### config.mk
export PLATFORM = sky130hd
export DESIGN_NAME = cu_wb_pipe_flat
export DESIGN_NICKNAME = d
export VERILOG_FILES = /design/src/rtl/cu_wb_pipe_if.sv /design/src/rtl/cu_wb_pipe.sv /design/src/flat_wrapper.sv
export SDC_FILE = /design/constraint.sdc
export NUM_CORES = 1
export LEC_CHECK = 0
export CAP_MARGIN = 5
export CELL_PAD_IN_SITES_DETAIL_PLACEMENT = 0
export CELL_PAD_IN_SITES_GLOBAL_PLACEMENT = 2
export CORE_AREA = 2 2 79 81
export CTS_BUF_LIST = sky130_fd_sc_hd__clkbuf_4 sky130_fd_sc_hd__clkbuf_8 sky130_fd_sc_hd__clkbuf_16
export CTS_CLUSTER_SIZE = 16
export DETAILED_ROUTE_END_ITERATION = 6
export DIE_AREA = 0 0 81 83
export PLACE_DENSITY = 0.77
export SLEW_MARGIN = 5
export SYNTH_ARGS = -nofsm -noshare
export SYNTH_HDL_FRONTEND = slang
export SYNTH_SLANG_ARGS = --single-unit
### constraint.sdc
create_clock -name clk -period 1.34 [get_ports clk]
set_input_delay 0.201 -clock clk [delete_from_list [all_inputs] [get_ports clk]]
set_output_delay 0.201 -clock clk [all_outputs]
set_load 0.05 [all_outputs]
### src/rtl/cu_wb_pipe_if.sv
// rtl/cu_wb_pipe_if.sv - decode/writeback bus for cu_wb_pipe (CU_WB_ILLEGAL_EN adds illegal_o)
interface cu_wb_pipe_if #(
  parameter int NUM_STAGES = 3,
  parameter int REG_AW     = 5
);
  logic                         in_valid;
  logic [10:0]                  control_signal;
  logic [REG_AW-1:0]            rd_addr_i;
  logic                         stall;
  logic                         flush;
  logic [1:0]                   wb_sel;
  logic                         rd_wren;
  logic [REG_AW-1:0]            rd_addr_o;
  logic                         wb_valid;
  logic [NUM_STAGES-1:0]        stage_wren;
  logic [NUM_STAGES-1:0]        stage_is_load;
  logic [NUM_STAGES*REG_AW-1:0] stage_rd;
`ifdef CU_WB_ILLEGAL_EN
  logic                         illegal_o;
`endif

  modport master (
    output in_valid, control_signal, rd_addr_i, stall, flush,
`ifdef CU_WB_ILLEGAL_EN
    input  illegal_o,
`endif
    input  wb_sel, rd_wren, rd_addr_o, wb_valid, stage_wren, stage_is_load, stage_rd
  );

  modport slave (
    input  in_valid, control_signal, rd_addr_i, stall, flush,
`ifdef CU_WB_ILLEGAL_EN
    output illegal_o,
`endif
    output wb_sel, rd_wren, rd_addr_o, wb_valid, stage_wren, stage_is_load, stage_rd
  );
endinterface

### src/rtl/cu_wb_pipe.sv
// rtl/cu_wb_pipe.sv - RV32I writeback-control pipeline (CU_WB_ILLEGAL_EN adds illegal_o)
module cu_wb_pipe #(
  parameter int NUM_STAGES  = 3,
  parameter int REG_AW      = 5,
  parameter int FLUSH_DEPTH = 1
) (
  input  logic        clk,
  input  logic        rst,
  cu_wb_pipe_if.slave bus
);

  typedef struct packed {
    logic              valid;
    logic              wren;
    logic              load;
`ifdef CU_WB_ILLEGAL_EN
    logic              illegal;
`endif
    logic [1:0]        sel;
    logic [REG_AW-1:0] rd;
  } stage_t;

  stage_t                       w_dec;
  logic                         w_illegal;
  logic [4:0]                   w_opcode;
  logic [2:0]                   w_funct3;
  logic                         w_bit30;
  logic                         w_unused_cmp;
  logic [NUM_STAGES-1:0]        w_stage_wren;
  logic [NUM_STAGES-1:0]        w_stage_load;
  logic [NUM_STAGES*REG_AW-1:0] w_stage_rd;
  logic                         w_last_valid;
  logic [1:0]                   w_last_sel;
  logic [REG_AW-1:0]            w_last_rd;
`ifdef CU_WB_ILLEGAL_EN
  logic                         w_last_illegal;
`endif

  assign w_opcode     = bus.control_signal[6:2];
  assign w_funct3     = bus.control_signal[9:7];
  assign w_bit30      = bus.control_signal[10];
  // Branch compare flags travel on the same word but play no part in writeback.
  assign w_unused_cmp = ^bus.control_signal[1:0];

  // Decode the incoming control word into a stage record.
  always_comb begin
    w_dec       = '0;
    w_illegal   = 1'b0;
    w_dec.valid = bus.in_valid;
    w_dec.rd    = bus.rd_addr_i;
    case (w_opcode)
      5'b01100: begin
        w_dec.wren = 1'b1;
        w_illegal  = w_bit30 && (w_funct3 != 3'b000) && (w_funct3 != 3'b101);
      end
      5'b00100: begin
        w_dec.wren = 1'b1;
        w_illegal  = w_bit30 && (w_funct3 == 3'b001);
      end
      5'b00000: begin
        w_dec.wren = 1'b1;
        w_dec.load = 1'b1;
        w_dec.sel  = 2'b01;
        w_illegal  = (w_funct3 == 3'b011) || (w_funct3 == 3'b110) || (w_funct3 == 3'b111);
      end
      5'b11011, 5'b11001: begin
        w_dec.wren = 1'b1;
        w_dec.sel  = 2'b10;
      end
      5'b00101: w_dec.wren = 1'b1;
      5'b01101: begin
        w_dec.wren = 1'b1;
        w_dec.sel  = 2'b11;
      end
      5'b01000, 5'b11000: w_dec.wren = 1'b0;
      default: w_illegal = 1'b1;
    endcase
    // An illegal word behaves like a no-write ALU op so nothing downstream acts on it.
    if (w_illegal) begin
      w_dec.wren = 1'b0;
      w_dec.load = 1'b0;
      w_dec.sel  = 2'b00;
    end
`ifdef CU_WB_ILLEGAL_EN
    w_dec.illegal = w_illegal;
`endif
    if (bus.rd_addr_i == '0) w_dec.wren = 1'b0;
  end

  genvar g;
  generate
    for (g = 0; g < NUM_STAGES; g++) begin : g_stage
      localparam bit FLUSHED = (g < FLUSH_DEPTH);
      stage_t r_q;
      stage_t w_src;

      if (g == 0) begin : g_head
        assign w_src = w_dec;
      end else begin : g_tail
        assign w_src = g_stage[g-1].r_q;
      end

      // Stage register: reset clears, stall holds, flush then kills the youngest stages.
      always_ff @(posedge clk) begin
        if (rst) begin
          r_q <= '0;
        end else begin
          if (!bus.stall) r_q <= w_src;
          if (bus.flush && FLUSHED) r_q.valid <= 1'b0;
        end
      end

      assign w_stage_wren[g]                = r_q.valid & r_q.wren;
      assign w_stage_load[g]                = r_q.valid & r_q.load;
      assign w_stage_rd[g*REG_AW +: REG_AW] = r_q.rd;

      if (g == NUM_STAGES - 1) begin : g_last
        assign w_last_valid   = r_q.valid;
        assign w_last_sel     = r_q.sel;
        assign w_last_rd      = r_q.rd;
`ifdef CU_WB_ILLEGAL_EN
        assign w_last_illegal = r_q.illegal;
`endif
      end
    end
  endgenerate

  assign bus.wb_valid      = w_last_valid;
  assign bus.rd_wren       = w_stage_wren[NUM_STAGES-1];
  assign bus.wb_sel        = w_last_valid ? w_last_sel : 2'b00;
  assign bus.rd_addr_o     = w_last_valid ? w_last_rd : '0;
  assign bus.stage_wren    = w_stage_wren;
  assign bus.stage_is_load = w_stage_load;
  assign bus.stage_rd      = w_stage_rd;
`ifdef CU_WB_ILLEGAL_EN
  assign bus.illegal_o     = w_last_valid & w_last_illegal;
`endif

endmodule

### src/flat_wrapper.sv
// flat-port wrapper written by rule: the top's interface ports become plain ports
module cu_wb_pipe_flat 
#(
  parameter int NUM_STAGES  = 3,
  parameter int REG_AW      = 5,
  parameter int FLUSH_DEPTH = 1
)
  (clk, rst, bus_in_valid, bus_control_signal, bus_rd_addr_i, bus_stall, bus_flush, bus_wb_sel, bus_rd_wren, bus_rd_addr_o, bus_wb_valid, bus_stage_wren, bus_stage_is_load, bus_stage_rd);
  cu_wb_pipe_if #(.NUM_STAGES(NUM_STAGES), .REG_AW(REG_AW)) bus_i ();
  input  logic clk;
  input  logic rst;
  input wire logic [$bits(bus_i.in_valid)-1:0] bus_in_valid;
  input wire logic [$bits(bus_i.control_signal)-1:0] bus_control_signal;
  input wire logic [$bits(bus_i.rd_addr_i)-1:0] bus_rd_addr_i;
  input wire logic [$bits(bus_i.stall)-1:0] bus_stall;
  input wire logic [$bits(bus_i.flush)-1:0] bus_flush;
  output wire logic [$bits(bus_i.wb_sel)-1:0] bus_wb_sel;
  output wire logic [$bits(bus_i.rd_wren)-1:0] bus_rd_wren;
  output wire logic [$bits(bus_i.rd_addr_o)-1:0] bus_rd_addr_o;
  output wire logic [$bits(bus_i.wb_valid)-1:0] bus_wb_valid;
  output wire logic [$bits(bus_i.stage_wren)-1:0] bus_stage_wren;
  output wire logic [$bits(bus_i.stage_is_load)-1:0] bus_stage_is_load;
  output wire logic [$bits(bus_i.stage_rd)-1:0] bus_stage_rd;
  assign bus_i.in_valid = bus_in_valid;
  assign bus_i.control_signal = bus_control_signal;
  assign bus_i.rd_addr_i = bus_rd_addr_i;
  assign bus_i.stall = bus_stall;
  assign bus_i.flush = bus_flush;
  assign bus_wb_sel = bus_i.wb_sel;
  assign bus_rd_wren = bus_i.rd_wren;
  assign bus_rd_addr_o = bus_i.rd_addr_o;
  assign bus_wb_valid = bus_i.wb_valid;
  assign bus_stage_wren = bus_i.stage_wren;
  assign bus_stage_is_load = bus_i.stage_is_load;
  assign bus_stage_rd = bus_i.stage_rd;
  cu_wb_pipe #(.NUM_STAGES(NUM_STAGES), .REG_AW(REG_AW), .FLUSH_DEPTH(FLUSH_DEPTH)) u_core (.clk(clk), .rst(rst), .bus(bus_i));
endmodule
==> summary.txt, run 1 <==
Status
  • Status: completed

Global route
  • Total GRT Usage: 0.103
  • Vias in the first global route: 1,117
  • Largest net degree at the start of global routing: 22
  • Global-route wire length before repair: 5.32 mm
  • Antenna violations before repair: 0
  • GR Overflow Total: 0

Final layout
  • Most frequent cells in the layout: 31 x buf_12, 29 x dfxtp_1, 28 x nor2_1
  • Layout cell share with drive strength beyond 1: 0.313
  • Fin area: 2370 um2
  • Final #Nets: 221
  • P&R area growth vs syn: 65.8%
  • # diodes: 0
  • Commonest non-fill, non-tap cell in the layout: buf_12
  • Final core occ: 0.408

Power
  • Peak VDD IR: 0.453 mV
  • Leak pwr: 0.987 nW
  • PwrDens: 856 nW/um2

Timing
  • Minimum clock period: 1.29 ns
  • Peak Freq: 0.775 GHz
  • Period utilization: 0.963
  • Final hold slack: 0.297 ns
  • Max-slew violations: 0
  • Final hold violation count: 0
  • RSZ-0062 raised after global routing: false
  • Worst Tran Pin Value: 0.327 ns
  • Max_slew headroom: 0.782
  • Final setup fails: 0
  • Clock Skews: 0.00170 ns

Worst setup path
  • Crit path from: bus_control_signal[3]
  • Reg2reg start: u_core.bus.wb_valid
  • WS Path Type: primary input to register
  • R2R cell count: 2
  • Reg2reg setup slack: 0.66 ns
  • Critical path capture point type: register
  • CP Data Required Time: 1.54 ns
  • CP Max Fanout: 3
  • Critical Path Start Type: primary input
  • Critical path arrival: 1.49 ns
  • Worst r2r dst: u_core.bus.wb_valid

Clock network
  • CTS max path bufs: 2
  • Clock Pin Slew Worst Setup and Hold Paths: 0.06 ns
  • H-tree Lvls: 2
  • TritonCTS Sinks: 30
  • CTS tree: yes
  • # Post-CTS Setup Buffers: 0
  • Cts bufs inserted: 5
  • Root Driver: clkbuf_8
  • Clk Latency, worst-skew pair: 0.28 ns
  • Cts hold-fix bufs: 0

Hold path
  • Hold path startpoint: bus_stall
  • Worst hold path depth: 3
  • Hold crit path type: primary input to register
  • Hold Path Sink: u_core.g_stage[0].r_q[6]

Synthesis
  • Sequential area share after synthesis: 0.419
  • Top post-synthesis cells by area: dfxtp_1 42%, mux2i_1 19%, buf_4 8.4%
  • Syn Nets: 176
  • Syn_area_per_cell: 9.24 um2
  • Netlist Area Pre-Place: 1430 um2
  • Ys Warns: 0
  • Post-Synthesis Cells: 155
  • Synthesized flop and latch total: 30
  • Synth area leader: dfxtp_1
  • Synth unique cells: 27
  • Post-synth top area share: 0.419

Run
  • # Max-Cap Violations: 0

Floorplan
  • Core Region: 5820 um2
  • Ports: 51
  • Die area: 6720 um2
  • Starting density of the core: 0.246
  • Die height: 83 um
  • Die width: 81 um
  • Num rows: 28

Placement
  • Final HPWL DP: 2.40 mm
  • PortBufs: 48
  • Placer congestion estimate: 0.876
  • Placed Area: 2240 um2

Routing
  • Vias: 1,176
  • ANT nets after route: 0
  • DRT iter0 DRCs: 51
  • WL/cell: 11.8 um
  • Routed WL: 3.24 mm
  • 1st-pass router iterations: 4
  • Vias per std cell: 4.26
  • # DRC: 0
## layer usage
layer | routed length (um) | up-vias | share of wire | global-route usage
met5 | 0 | - | 0 | 0
met1 | 1410 | 532 | 0.44 | 0.127
met4 | 82 | 0 | 0.025 | 0.0570
li1 | - | 593 | - | -
met3 | 212 | 7 | 0.065 | 0.0359
met2 | 1540 | 44 | 0.47 | 0.155
## where the power goes
group          switching [mW]  leakage (nW)  internal, mW  total (mW)
combinational           0.163         0.691         0.177       0.340
sequential             0.0249         0.244         0.912       0.936
clock                   0.323        0.0517         0.433       0.757
total                   0.511         0.987          1.52        2.03
## synth_stat cells
cell / n
nor2_1: 28
and2_1: 13
a221o_1: 1
a2bb2oi_1: 1
buf_2: 2
clkbuf_8: 2
mux2i_1: 27
clkbuf_1: 2
inv_1: 2
nor2_2: 1
nand3_1: 1
nor3_1: 3
nand3b_1: 1
dfxtp_1: 30
o221ai_1: 1
or4_1: 1
nor2b_1: 2
nor3_2: 1
nand4_1: 1
o32ai_1: 2
or3_1: 1
o21ai_0: 3
buf_4: 16
a211oi_1: 2
a21oi_1: 2
buf_6: 1
nand2_1: 8
## cell families (layout without fill, tap and decap cells)
kind of cell           after synthesis  in the layout  share of synthesized area
buffers and inverters               25             71                      0.128
and+or+nand+nor                     61             61                      0.204
muxes                               27             27                      0.189
AOI/OAI and AO/OA                   12             12                     0.0594
DFF                                 30             30                      0.419
## how the worst max path moves through the flow
stage / depth (start not counted) / end / slack (ns)
floorplan: 2 / bus_stage_wren[2] / 0.08
global placement: 5 / u_core.g_stage[0].r_q[5] / -0.35
detailed placement: 5 / u_core.g_stage[0].r_q[5] / -0.35
CTS: 5 / u_core.g_stage[0].r_q[5] / 0.0008
global route: 6 / u_core.g_stage[0].r_q[6] / 0.007
finish: 5 / u_core.g_stage[0].r_q[8] / 0.05
## through the flow
step | setup TNS [ns] | total power [mW] | setup slack (ns) | instances
5_1_grt | 0 | 2.14 | 0.00728 | 276
2_1_floorplan | 0 | 1.13 | 0.0850 | 155
3_5_place_dp | -1.24 | 1.30 | -0.354 | 268
4_1_cts | 0 | 2.06 | 0.000762 | 276
3_3_place_gp | -1.25 | 1.29 | -0.345 | 268
6_report | 0 | 2.03 | 0.0502 | 276
## worst max-delay path, cell delays in order
cell and delay [ns]:
clkdlybuf4s50_1 0.45, nor2_2 0.16, o21ai_0 0.10, a221o_1 0.34, o32ai_2 0.23
## repair_timing
item / CTS / global route
endpoints found under the setup margin: 13 / 4
pin swaps: 1 / 5
gates resized for setup: 4 / 9
## flip-flops by register name, summed over array words and instances (netlist names)
signal               cells
u_core.bus.wb_valid      1
u_core.g_stage.r_q      12
u_core.w_last_rd         5
u_core.w_last_sel        2
u_core.bus.stage_rd     10
## area by class of cell
class	instances	area [um2]
fillers	582	3440
flip-flops and latches	30	604
multi-input cells	100	689
inverters	2	7.51
clock buffers	7	90.1
clock inverters	1	5.00
well taps	75	93.8
repair buffers	61	885
No activity file was read; power rests on OpenSTA's default activity.
==> run 2, diff against run 1 <==
--- a/config.mk
+++ b/config.mk
@@ -8,12 +8,12 @@
 export CAP_MARGIN = 5
 export CELL_PAD_IN_SITES_DETAIL_PLACEMENT = 0
 export CELL_PAD_IN_SITES_GLOBAL_PLACEMENT = 2
-export CORE_AREA = 2 2 79 81
-export CTS_BUF_LIST = sky130_fd_sc_hd__clkbuf_4 sky130_fd_sc_hd__clkbuf_8 sky130_fd_sc_hd__clkbuf_16
+export CORE_AREA = 8 8 85 87
 export CTS_CLUSTER_SIZE = 16
 export DETAILED_ROUTE_END_ITERATION = 6
-export DIE_AREA = 0 0 81 83
+export DIE_AREA = 0 0 93 95
 export PLACE_DENSITY = 0.77
+export SETUP_SLACK_MARGIN = 0.4
 export SLEW_MARGIN = 5
 export SYNTH_ARGS = -nofsm -noshare
 export SYNTH_HDL_FRONTEND = slang
==> summary.txt, run 2 (synthesis gave the netlist of run 1 again) <==
Status
  • Status: completed

Worst setup path
  • Critical path capture point type: output pin
  • CP Max Fanout: 11
  • Reg2reg setup slack: 0.48 ns
  • Worst r2r dst: u_core.bus.stage_rd[2]
  • Crit path from: u_core.bus.wb_valid
  • R2R cell count: 4
  • Critical path arrival: 1.02 ns
  • WS Path Type: register to output pin
  • CP Data Required Time: 1.14 ns
  • Reg2reg start: u_core.bus.stage_rd[2]
  • Critical Path Start Type: register

Timing
  • RSZ-0062 raised after global routing: true
  • Final hold violation count: 0
  • Minimum clock period: 1.22 ns
  • Fin worst setup slack: 0.117 ns
  • Clock Skews: 0.00385 ns
  • Period utilization: 0.913
  • Peak Freq: 0.817 GHz
  • Worst Tran Pin Value: 0.338 ns
  • Final setup fails: 0
  • Max-slew violations: 0
  • Max_slew headroom: 0.775

Global route
  • Vias in the first global route: 1,303
  • Largest net degree at the start of global routing: 22
  • GRT met2 Usage: 0.138
  • Antenna violations before repair: 0
  • GRT Max-Usage Layer: met2
  • M3 GR Usage: 0.0357
  • Global-route wire length before repair: 6.33 mm
  • Total GRT Usage: 0.0899
  • Met1 Use GR: 0.104
  • GR Overflow Total: 0

Hold path
  • Hold path startpoint: bus_stall
  • Hold crit path type: primary input to register
  • Hold Path Sink: u_core.g_stage[0].r_q[5]
  • Worst hold path depth: 3

Clock network
  • CTS max path bufs: 2
  • Root Driver: clkbuf_8
  • Cts bufs inserted: 5
  • Clock Pin Slew Worst Setup and Hold Paths: 0.06 ns
  • Cts hold-fix bufs: 0
  • Clk Latency, worst-skew pair: 0.27 ns
  • CTS tree: yes
  • TritonCTS Sinks: 30
  • H-tree Lvls: 2

Routing
  • Vias: 1,201
  • Routed WL: 3.68 mm
  • 1st-pass router iterations: 4
  • WL/cell: 12.9 um
  • # DRC: 0
  • DRT iter0 DRCs: 12
  • ANT nets after route: 0
  • Vias per std cell: 4.21

Floorplan
  • Die width: 93 um
  • Die area: 8840 um2
  • Ports: 51
  • Num rows: 28
  • Die height: 95 um
  • Core Region: 5820 um2
  • Starting density of the core: 0.246

Final layout
  • Layout cell share with drive strength beyond 1: 0.576
  • Largest register FFs: 12
  • Final non-filler cell total: 285
  • Most frequent cells in the layout: 30 x buf_12, 27 x mux2i_1, 27 x nor2_1
  • Biggest register: u_core.g_stage.r_q
  • P&R area growth vs syn: 77.6%
  • # diodes: 0
  • Final #Nets: 232
  • Commonest non-fill, non-tap cell in the layout: buf_12
  • Fillers: 577

Placement
  • Place WS: -0.328 ns
  • Final HPWL DP: 2.59 mm
  • Cells after DPL: 263
  • Placer congestion estimate: 0.761
  • PortBufs: 48

Run
  • # Max-Cap Violations: 0

Power
  • Leak pwr: 1.08 nW
  • P_sw: 501 uW
  • PwrDens: 786 nW/um2
  • Peak VDD IR: 0.295 mV
  • Combinational power share: 0.189
  • Sw Ratio: 0.251
  • Clk pwr share: 0.345
  • Final Power: 2.00 mW
  • Flop pwr share: 0.467
  • Cell-internal power: 1.50 mW
-- run 2: how the worst max path moves through the flow --
stage	endpoint	cells after the start
3_5_place_dp	u_core.g_stage[0].r_q[5]	5
2_1_floorplan	bus_stage_wren[2]	2
3_3_place_gp	u_core.g_stage[0].r_q[8]	5
4_1_cts	bus_stage_wren[2]	2
6_report	bus_rd_addr_o[2]	2
5_1_grt	bus_stage_wren[2]	2
-- run 2: timing repair --
item / 4_1_cts / 5_1_grt
buffers inserted: 15 / 1
setup endpoints to repair: 34 / 34
pin swaps: 5 / 11
gates cloned: 0 / 0
resized for setup: 63 / 38
-- run 2: area by class of cell --
type                            instances  area [um2]  area share
Timing Repair Buffer                   72         947       0.372
Multi-Input combinational cell        100         772       0.303
Sequential cell                        30         638       0.251
Tap cell                               75        93.8      0.0369
Clock buffer                            6        82.6      0.0325
Inverter                                2        10.0     0.00394
-- run 2: per-layer routing --
metal	vias to the layer above	share of wire
met4	0	0.013
met1	549	0.43
li1	616	-
met3	2	0.063
met2	34	0.49
met5	-	0
-- run 2: power by group through the flow --
stage / Clock (mW) / Combinational (mW) / Sequential, mW
global placement: 0 / 0.326 / 0.956
CTS: 0.725 / 0.349 / 0.937
finish: 0.689 / 0.377 / 0.933
detailed placement: 0 / 0.326 / 0.956
global route: 0.772 / 0.406 / 0.935
floorplan: 0 / 0.188 / 0.943
-- run 2: metrics by stage --
stage	cell area, um2	hold WS [ns]	TNS [ns]	utilization
after floorplan	1470	0.278	0	-
after global placement	2220	0.453	-1.14	0.381
after detailed placement	2220	0.461	-1.16	0.381
after CTS	2440	0.210	0	0.419
after global routing	2540	0.242	0	0.437
final	2540	0.223	0	0.437
-- run 2: worst max-delay path, cell delays in order, from the launching register on --
cell     delay (ns)
dfxtp_4        0.39
and2_2         0.22
buf_12         0.15
